File: config.mk
export PLATFORM = sky130hd
export DESIGN_NAME = filter_inst_decoder
export DESIGN_NICKNAME = d
export VERILOG_FILES = /design/src/rtl/filter_inst_decoder.sv
export SDC_FILE = /design/constraint.sdc
export NUM_CORES = 1
export LEC_CHECK = 0
export ABC_CLOCK_PERIOD_IN_PS = 2900
export CAP_MARGIN = 40
export CORE_ASPECT_RATIO = 0.75
export CORE_MARGIN = 2
export CORE_UTILIZATION = 45
export DETAILED_ROUTE_END_ITERATION = 10
export GPL_ROUTABILITY_DRIVEN = 0
export PLACE_DENSITY_LB_ADDON = 0.2
export SYNTH_ARGS = -nofsm -noshare
export SYNTH_HDL_FRONTEND = slang
export SYNTH_SLANG_ARGS = --single-unit
export TNS_END_PERCENT = 20
File: constraint.sdc
create_clock -name clk -period 2.9 [get_ports clk]
set_input_delay 0.725 -clock clk [delete_from_list [all_inputs] [get_ports clk]]
set_output_delay 0.725 -clock clk [all_outputs]
set_load 0.02 [all_outputs]
File: src/rtl/filter_inst_decoder.sv
// Receive-side decoder for filter-instruction packets: validates each packet
// against the configured filter size and emits one row-load command per packet.
module filter_inst_decoder #(
  parameter int WIDTH    = 15,
  parameter int IDX_W    = 3,
  parameter int TYPE_BIT = 0,
  parameter int IDX_LSB  = 1,
  parameter int LAST_BIT = 14
) (
  input  logic             clk,
  input  logic             rst_n,
  input  logic             cfg_valid,
  output logic             cfg_ready,
  input  logic [IDX_W-1:0] cfg_size,
  input  logic             in_valid,
  output logic             in_ready,
  input  logic [WIDTH-1:0] in_data,
  output logic             row_valid,
  input  logic             row_ready,
  output logic [IDX_W-1:0] row_idx,
  output logic             row_last,
  output logic             done,
  output logic [IDX_W-1:0] done_count,
  output logic             err,
  output logic [1:0]       err_code,
  input  logic             err_clr
);

  typedef enum logic [1:0] {
    IDLE  = 2'd0,
    RECV  = 2'd1,
    DRAIN = 2'd2,
    ERR   = 2'd3
  } state_t;

  state_t           state, state_nx;
  logic [IDX_W-1:0] size_q;
  logic [IDX_W:0]   exp_q;
  logic [IDX_W-1:0] cnt_q;

  logic             cfg_fire, in_fire, row_fire;
  logic [IDX_W-1:0] pkt_idx, last_idx;
  logic             pkt_type, pkt_last, idx_is_last;
  logic [1:0]       chk_code;
  logic             unused_pkt_bits;

  assign cfg_fire = cfg_valid && cfg_ready;
  assign row_fire = row_valid && row_ready;
  assign in_fire  = in_valid && in_ready;

  // Fields outside type/index/last carry no meaning for this block.
  assign unused_pkt_bits = ^in_data;

  always_comb begin
    state_nx    = state;
    in_ready    = 1'b0;
    chk_code    = '0;
    pkt_idx     = in_data[IDX_LSB +: IDX_W];
    pkt_type    = in_data[TYPE_BIT];
    pkt_last    = in_data[LAST_BIT];
    last_idx    = size_q - IDX_W'(1);
    idx_is_last = (pkt_idx == last_idx);

    if (!pkt_type)
      chk_code = 2'd1;
    else if ({1'b0, pkt_idx} != exp_q)
      chk_code = 2'd2;
    else if (pkt_last && !idx_is_last)
      chk_code = 2'd3;

    case (state)
      IDLE: begin
        if (cfg_fire && (cfg_size != '0))
          state_nx = RECV;
      end
      RECV: begin
        // The single row slot frees in the same cycle it is consumed.
        in_ready = !row_valid || row_ready;
        if (in_valid && in_ready) begin
          if (chk_code != 2'd0)
            state_nx = ERR;
          else if (idx_is_last)
            state_nx = DRAIN;
        end
      end
      DRAIN: begin
        if (row_fire)
          state_nx = IDLE;
      end
      ERR: begin
        if (err_clr)
          state_nx = IDLE;
      end
      default: state_nx = IDLE;
    endcase
  end

  always_ff @(posedge clk) begin
    if (!rst_n)
      state <= IDLE;
    else
      state <= state_nx;
  end

  always_ff @(posedge clk) begin
    if (!rst_n) begin
      cfg_ready  <= 1'b0;
      row_valid  <= 1'b0;
      row_idx    <= '0;
      row_last   <= 1'b0;
      done       <= 1'b0;
      done_count <= '0;
      err        <= 1'b0;
      err_code   <= '0;
      size_q     <= '0;
      exp_q      <= '0;
      cnt_q      <= '0;
    end else begin
      cfg_ready  <= (state_nx == IDLE);
      done       <= 1'b0;
      done_count <= '0;

      if (row_fire) begin
        row_valid <= 1'b0;
        cnt_q     <= cnt_q + IDX_W'(1);
      end

      if ((state == IDLE) && cfg_fire) begin
        size_q <= cfg_size;
        exp_q  <= '0;
        cnt_q  <= '0;
        if (cfg_size == '0)
          done <= 1'b1;
      end

      if ((state == RECV) && in_fire) begin
        if (chk_code == 2'd0) begin
          row_valid <= 1'b1;
          row_idx   <= pkt_idx;
          row_last  <= idx_is_last;
          exp_q     <= exp_q + (IDX_W+1)'(1);
        end else begin
          err      <= 1'b1;
          err_code <= chk_code;
        end
      end

      // The final handshake itself counts toward the delivered total.
      if ((state == DRAIN) && row_fire) begin
        done       <= 1'b1;
        done_count <= cnt_q + IDX_W'(1);
      end

      if ((state == ERR) && err_clr) begin
        err      <= 1'b0;
        err_code <= '0;
      end
    end
  end

endmodule

* Word-level counts from Yosys, hierarchy flattened
Cells that the tools add are included.
Word-level totals: register bits 25, input port bits 24, output and inout bits 14, logic and storage cells 66
Operators by class: add/sub/neg operators 3, equal/unequal tests 5, muxes and demuxes 20, bitwise operators 2, reductions and logical operators 24
Operators by type and width (number):
- 2-to-1 mux 2 bit | 9
- 2-to-1 mux 4 bit | 3
- logical AND 1 bit | 10
- case mux 2 bit (4 select lines) | 1
- 2-to-1 mux 1 bit | 7
- logical NOT 2 bit | 3
- AND reduction 2 bit | 3
- adder 4 x 1 -> 4 bit (second input constant) | 1
- == test 2 bit (second input constant) | 2
- != test 3 x 4 -> 1 bit | 1
- OR reduction 2 bit | 2
- adder 3 x 1 -> 3 bit (second input constant) | 1
- == test 3 bit | 1
- logical NOT 3 bit | 1
- nonzero test 3 bit | 1
- subtractor 3 x 1 -> 3 bit (second input constant) | 1
- == test 2 x 1 -> 1 bit (second input constant) | 1
- logical NOT 1 bit | 2
- inverter 1 bit | 2
- nonzero test 2 bit | 1
- logical OR 1 bit | 1

* Longest topological paths before layout
Gate-level depths: netlist (run 1).
word-level depth 12, depth in mapped cells 6, gate-level depth less buffers 6

* Worst setup path before layout (run 1)
No wires, ideal clock.
path kind input to register, start point input in_data[3], end point register exp_q[3], arrival time 2161 ps, required time 2830 ps, setup slack 669 ps, stages on the path 5, buffers on the path 1, cell sequence xor2_1 > or4_1 > buf_2 > or4_1 > a21oi_1
On the way: word-level cells in the longest chain between the ends 9
Ends and longest elaborated chain:
- start, declared | RTL line 17 | input logic [WIDTH-1:0] in_data,
- == test 3 bit | RTL line 62 | idx_is_last = (pkt_idx == last_idx);
- logical NOT 1 bit | RTL line 68 | else if (pkt_last && !idx_is_last)
- logical AND 1 bit | RTL line 68
- 2-to-1 mux 2 bit | RTL line 68
- 2-to-1 mux 2 bit (*) | RTL line 66 | else if ({1'b0, pkt_idx} != exp_q)
- 2-to-1 mux 2 bit (*) | RTL line 64 | if (!pkt_type)
- logical NOT 2 bit (*) | RTL line 137 | if (chk_code == 2'd0) begin
- 2-to-1 mux 4 bit (*) | RTL line 137
- 2-to-1 mux 4 bit (*) | RTL line 136 | if ((state == RECV) && in_fire) begin
- end signal, assigned | RTL line 141 | exp_q <= exp_q + (IDX_W+1)'(1);
- end, declared | RTL line 38 | logic [IDX_W:0] exp_q;
Mark *: on every way between the ends. The rest lies on a longest branch, timed or not. A chain may end at the register's enable or synchronous reset.

* Worst setup path in the final report (run 1)
start point input row_ready, end point output in_ready
On the way: word-level cells in the longest chain between the ends 2
Ends and longest elaborated chain:
- start, declared | RTL line 19 | input logic row_ready,
- logical OR 1 bit | RTL line 78 | in_ready = !row_valid || row_ready;
- 2-to-1 mux 1 bit | RTL line 71 | case (state)
- end, declared | RTL line 16 | output logic in_ready,
Every way passes these cells.

==> impl_results.md, run 1 <==
* Antenna cells at 0
* Ports at 38
* Worst R2R Setup Slack at 0.89 ns
* Final nets at 193
* Worst-path clk slew at roughly 0.14 ns
* Syn avg cell area at about 9.4 sq um
* Max_slew headroom at between 70% and 80%
* Yosys reg bits at 25
* CP Capture Type: primary output
* GR Util met1 at between 20 and 30%
* Synth unique cells at 37
* Chip Height at between 40 and 50 microns
* Sequential area share after synthesis at about 40%
* DR WL/cell at ~14 microns
* Placed cell areas at about 0.0016 sq mm
* TritonRoute pass-1 iters at 4
* CTS tree: done
* Post-route setup slack at 0.1150 ns
* Postcts setup bufs at 0
* Final Cycle Share at 96.04%
* Die area at about 0.0032 sq mm
* Number of synthesized flops with an enable pin at 0
* Core area at about 0.0026 sq mm
* Lkg Pwr at between 0.0005 and 0.0006 uW
* Clock root buffer: clkbuf_4
* Area grow syn2layout at 30.84%
* Initial Util at a little under half
* M2 GR Usage at between 20 and 30%
* # setup viols final at 0
* Slew Viols, Final at 0
* Worst EP required at ~2.2 ns
* Worst skew pair latency at 0.33 ns
* Vias/cell at ~5.6
* Rows at 16
* DP HPWL at about 2300 microns
* First-pass GRT wire length at between 4000 and 5000 microns
* Num CTS Buffers at 3
* Post-Syn Instances at 130
* Crit Reg-Reg Endpoint: exp_q[3]$_SDFF_PN0_
* Post-route DRC at 0
* Fin crit period at about 2.8 ns
* Fraction of layout instances using a drive strength above 1 at between 10% and 20%
* Post-CTS resize count at 0
* Worst hold stages at 2
* Vias at 1124
* Syn_nets at approximately 160
* Hold_buf cts at 0
* Worst Hold Class: reg -> reg
* Max Freq at 0.3591 GHz
* Hold worst-path end: row_idx[1]$_SDFFE_PN0P_
* Busiest grt layer: met2
* Most frequent cells in the layout: clkdlybuf4s50_1, dfxtp_1, a21oi_1, nor2_1, buf_4
* Unrepaired setup endpoints after global routing: no
* Sum Neg Setup Slack at 0 ns
* Grt total ovfl at 0
* Power density over the cells at 559.6 mW/mm^2
* Most common cell after layout, fill and taps aside: clkdlybuf4s50_1
* FFs w/ async S/R, synth at 0%
* Final Hold Viols at 0
* Overall power at 894.1 uW
* Finished Cell Area at 0.001598 sq mm
* CTS Buffer Depth at 2
* Reg2reg start: size_q[0]$_SDFFE_PN0P_
* Initial DRC Count at 87
* PortBufs at 27
* Worst-Margin Slew at about 0.44 ns
* Antenna Nets Post-Route at 0
* Routed wire length at approximately 2800 microns
* Max Clock Skew at 0.01001 ns
* Synthesized area at roughly 0.0012 sq mm
* H-tree depth at 1
* Ys Warns at 0
* R2R depth at 6
* Initial antenna violation count at 0
* Worst Path Arrival at 2.06 ns
* Number of global-route vias before repair at ~1000
* Max-cap check violation count at 0
* CP Max Fanout at 3
* Largest net degree at the start of global routing at 16
* CTS sink cnt at 25
* Total track usage at slightly below 20%
* Status: complete, no violations
* Met3 Use GR at 5.081%
* Hold_sp: row_idx[1]$_SDFFE_PN0P_
* Chip width at about 64 microns
* Top_reg_cell synth: dfxtp_1
* Fin util at between 60% and 70%
* Crit path kind: in -> out
* Peak supply drop at 0.0003459 V
* Place WS at around 0.037 ns
* Critical Path Source Type: primary input
final cells by class:
cell class	instances	area, sq um
clock buffers	3	22.52
clock inverters	1	7.507
fillers	234	1005
inverters	3	11.26
multi-input cells	97	673.1
flip-flops and latches	25	500.5
well taps	36	45.04
repair buffers	36	337.8
flip-flops by register name (all words and copies together) (netlist names):
signal      flops
row_valid       1
size_q          3
cnt_q           3
row_idx         3
state           2
exp_q           4
err             1
done_count      3
err_code        2
cfg_ready       1
row_last        1
done            1
worst max path at each step:
| stage | slack (ns) | cells after the start | end | startpoint |
|---|---|---|---|---|
| 3_5_place_dp | 0.04 | 5 | exp_q[3]$_SDFF_PN0_ | in_data[3] |
| 5_1_grt | 0.03 | 4 | in_ready | row_ready |
| 2_1_floorplan | 0.67 | 5 | exp_q[3]$_SDFF_PN0_ | in_data[3] |
| 3_3_place_gp | 0.10 | 5 | exp_q[3]$_SDFF_PN0_ | in_data[3] |
| 4_1_cts | 0.11 | 4 | in_ready | row_ready |
| 6_report | 0.11 | 4 | in_ready | row_ready |
worst max-delay path, stage by stage:
cell and delay [ns]:
clkdlybuf4s50_1 0.48, nor2b_1 0.07, nor2_1 0.16, clkdlybuf4s50_1 0.63
cells in the mapped netlist, drive strengths merged, types with 2 or more instances:
cell	number	area share, %
a21oi	12	4.9
o311ai	3	2.2
nor2	10	3.1
a31oi	2	1.0
nand4	6	3.1
inv	3	0.92
dfxtp	25	41
xor2	5	3.6
nor4	2	1.5
o31ai	6	4.8
xnor2	3	2.2
nand2	8	2.5
ha	3	3.1
buf	2	1.3
mux2i	3	2.5
nor3	3	1.2
nand2b	2	1.0
o31a	3	2.3
nor2b	5	2.6
or4	3	1.8
o221a	2	1.8
clkbuf	2	0.61
nand3	7	2.9
per-stage QoR:
step                      hold slack, ns  std cells
after detailed placement          0.4647        197
after CTS                         0.4836        201
final                             0.4822        201
after floorplan                   0.4284        130
after global placement            0.4455        197
after global routing              0.5037        201
logic make-up (layout without fill, tap and decap cells):
logic type	count (synthesis)	in the layout	synth area share (%)
AND/OR/NAND/NOR	49	49	21.62
AO/OA/AOI/OAI	33	33	20.19
flip-flops	25	25	40.98
XOR/XNOR	9	9	7.787
buffers and inverters	8	43	3.893
adder cells (fa/ha/maj)	3	3	3.074
multiplexers	3	3	2.459
metal layers:
| metal | routed length (microns) | part of all wire [%] |
|---|---|---|
| met3 | 190 | 6.7 |
| met5 | 0 | 0 |
| met1 | 1379 | 48 |
| met4 | 10 | 0.35 |
| met2 | 1268 | 45 |
where the power goes:
| part | leakage, uW | switching (uW) | internal (uW) | total, uW |
|---|---|---|---|---|
| clock network | 0.0000139 | 110 | 52.9 | 163 |
| logic | 0.000371 | 171 | 157 | 328 |
| registers | 0.000202 | 27.2 | 376 | 403 |
Note: power is estimated with default switching activity, not from simulation.
==> run 2, diff against run 1 <==
Settings changed: GPL_TIMING_DRIVEN from default to 0.
==> impl_results.md, run 2 (synthesis results as in run 1) <==
* Status: complete, no violations (unchanged)
* Worst R2R Setup Slack at 0.79 ns (was 0.89 ns)
* Max Clock Skew at 0.01486 ns (was 0.01001 ns)
* Worst-Margin Slew at 0.8752 ns (was 0.4392 ns)
* CP max stage delay at 0.77 ns (was 0.63 ns)
* Post-route DRC at 0 (unchanged)
* Routed wire length at 2745 microns (was 2848 microns)
* Chip width at 64.15 microns (unchanged)
* Slowest CP cell: nor4_2 (was clkdlybuf4s50_1)
* CTS sink cnt at 25 (unchanged)
* Number of global-route vias before repair at 1013 (was 1049)
* Clock Power Share at 18.8% (was 18.2%)
* Crit path kind: in -> reg (was in -> out)
* Slew Viols, Final at 0 (unchanged)
* Initial DRC Count at 32 (was 87)
* Initial Util at 46.92% (unchanged)
* Peak supply drop at 0.0004302 V (was 0.0003459 V)
* Area grow syn2layout at 27.66% (was 30.84%)
* Core area at 0.002603 sq mm (unchanged)
* Vias/cell at 5.551 (was 5.592)
* CTS Buffer Depth at 2 (unchanged)
* TritonRoute pass-1 iters at 4 (unchanged)
* PortBufs at 26 (was 27)
* Ports at 38 (unchanged)
* CTS tree: done (unchanged)
* Post-CTS resize count at 0 (unchanged)
* Hold_buf cts at 0 (unchanged)
* Worst-path clk slew at 0.13 ns (was 0.14 ns)
* CP Capture Type: register (was primary output)
* Worst EP required at 3.13 ns (was 2.17 ns)
* Fin crit period at 2.658 ns (was 2.785 ns)
* H-tree depth at 1 (unchanged)
* Max_slew headroom at 41.17% (was 70.51%)
* Net Sw Frac at 34.93% (was 34.54%)
* Worst skew pair latency at 0.33 ns (about the same)
* Largest net degree at the start of global routing at 16 (unchanged)
* Chip Height at 49.12 microns (unchanged)
* Top reg by flops: exp_q (unchanged)
* First-pass GRT wire length at 4698 microns (was 4878 microns)
* Placed insts at 192 (was 197)
* Most frequent cells in the layout: dfxtp_1, clkdlybuf4s50_1, a21oi_1, nor2_1, nand2_1 (was clkdlybuf4s50_1, dfxtp_1, a21oi_1, nor2_1, buf_4)
* Max Freq at 0.3762 GHz (was 0.3591 GHz)
* Num CTS Buffers at 3 (unchanged)
* Antenna cells at 0 (unchanged)
* Worst Path Arrival at 2.89 ns (was 2.06 ns)
* Crit-path cells: clkdlybuf4s50_1 -> xor2_1 -> nor4_2 -> a31oi_1 -> o31a_1 (was clkdlybuf4s50_1 -> nor2b_1 -> nor2_1 -> clkdlybuf4s50_1)
* Flop pwr share at 45.8% (was 45.1%)
* Die area at 0.003151 sq mm (unchanged)
* Final Cycle Share at 91.66% (was 96.04%)
* Vias at 1088 (was 1124)
* Postcts setup bufs at 0 (unchanged)
* Psw at 305.9 uW (was 308.9 uW)
* Max-cap check violation count at 0 (unchanged)
* Pint at 569.8 uW (was 585.3 uW)
* Grt total ovfl at 0 (unchanged)
* Final Hold Viols at 0 (unchanged)
* Initial antenna violation count at 0 (unchanged)
* Lkg Pwr at 0.0005799 uW (was 0.0005874 uW)
* Fraction of layout instances using a drive strength above 1 at 7.500% (was 11.52%)
* Power density over the cells at 561.7 mW/mm^2 (was 559.6 mW/mm^2)
* # setup viols final at 0 (unchanged)
* CP Max Fanout at 10 (was 3)
* Max reg flops at 4 (unchanged)
* Combinational fraction of design power at 35.5% (was 36.7%)
* Worst Hold Class: reg -> reg (unchanged)
* Fin cells at 196 (was 201)
* Final nets at 188 (was 193)
* DR WL/cell at 14.01 microns (was 14.17 microns)
* Total track usage at 18.86% (was 19.61%)
* Unrepaired setup endpoints after global routing: no (unchanged)
* Fin util at 59.90% (was 61.39%)
* Antenna Nets Post-Route at 0 (unchanged)
* DP HPWL at 2137 microns (was 2273 microns)
* Critical Path Source Type: primary input (unchanged)
* Rows at 16 (unchanged)
* Clock root buffer: clkbuf_4 (unchanged)
* Hold Slack at 0.4813 ns (was 0.4822 ns)
==> run 2: per-stage QoR <==
stage               instance area, sq um   TNS, ns  power (uW)  setup WS, ns
finish                              1559         0       875.7        0.2419
global route                        1559         0       931.4        0.1032
detailed placement                  1526   -0.1813       719.4      -0.07344
global placement                    1526  -0.09973       710.5      -0.04032
floorplan                           1221         0       611.4        0.6693
CTS                                 1556         0       881.2   0.000008438
==> run 2: worst max-delay path: cells and delay by family <==
family	cells	cell delay, ns
compound gates	2	0.68
simple gates	1	0.77
buf+inv	1	0.49
xor+xnor	1	0.22
==> run 2: final cells by class <==
| class | instances | area, sq um |
|---|---|---|
| Sequential cell | 25 | 500.5 |
| Tap cell | 36 | 45.04 |
| Fill cell | 244 | 1044 |
| Buffer | 5 | 36.28 |
| Timing Repair Buffer | 26 | 262.8 |
| Multi-Input combinational cell | 97 | 673.1 |
| Clock inverter | 1 | 7.507 |
| Inverter | 3 | 11.26 |
| Clock buffer | 3 | 22.52 |
==> run 2: power by group through the flow <==
stage / registers (uW) / clock network [uW] / logic (uW)
after detailed placement: 409 / 0 / 310
after CTS: 401 / 168 / 312
after global routing: 407 / 186 / 338
final: 401 / 164 / 311
after floorplan: 423 / 0 / 189
after global placement: 407 / 0 / 303
==> run 2: path summary, 6_finish.rpt <==
| check | from | end | cells after the start |
|---|---|---|---|
| worst min-delay path | row_last$_SDFFE_PN0P_ | row_last$_SDFFE_PN0P_ | 2 |
| worst max register to register | exp_q[2]$_SDFF_PN0_ | state[1]$_SDFF_PN0_ | 4 |
| worst max-delay path | in_data[3] | state[1]$_SDFF_PN0_ | 5 |
| worst min register to register | row_last$_SDFFE_PN0P_ | row_last$_SDFFE_PN0P_ | 2 |
==> run 2: routing by layer <==
| metal | GRT usage [%] | wire (microns) | up-vias |
|---|---|---|---|
| li1 | - | - | 554 |
| met1 | 26.66 | 1366 | 502 |
| met2 | 29.17 | 1211 | 28 |
| met3 | 4.850 | 148 | 4 |
| met4 | 3.901 | 19 | 0 |
| met5 | 0 | 0 | - |
==> run 3, diff against run 2 <==
Settings changed: TNS_END_PERCENT 20 to default.
==> results of run 3 <==
No change in the layout: final DEF, timing and power equal those of run 2.
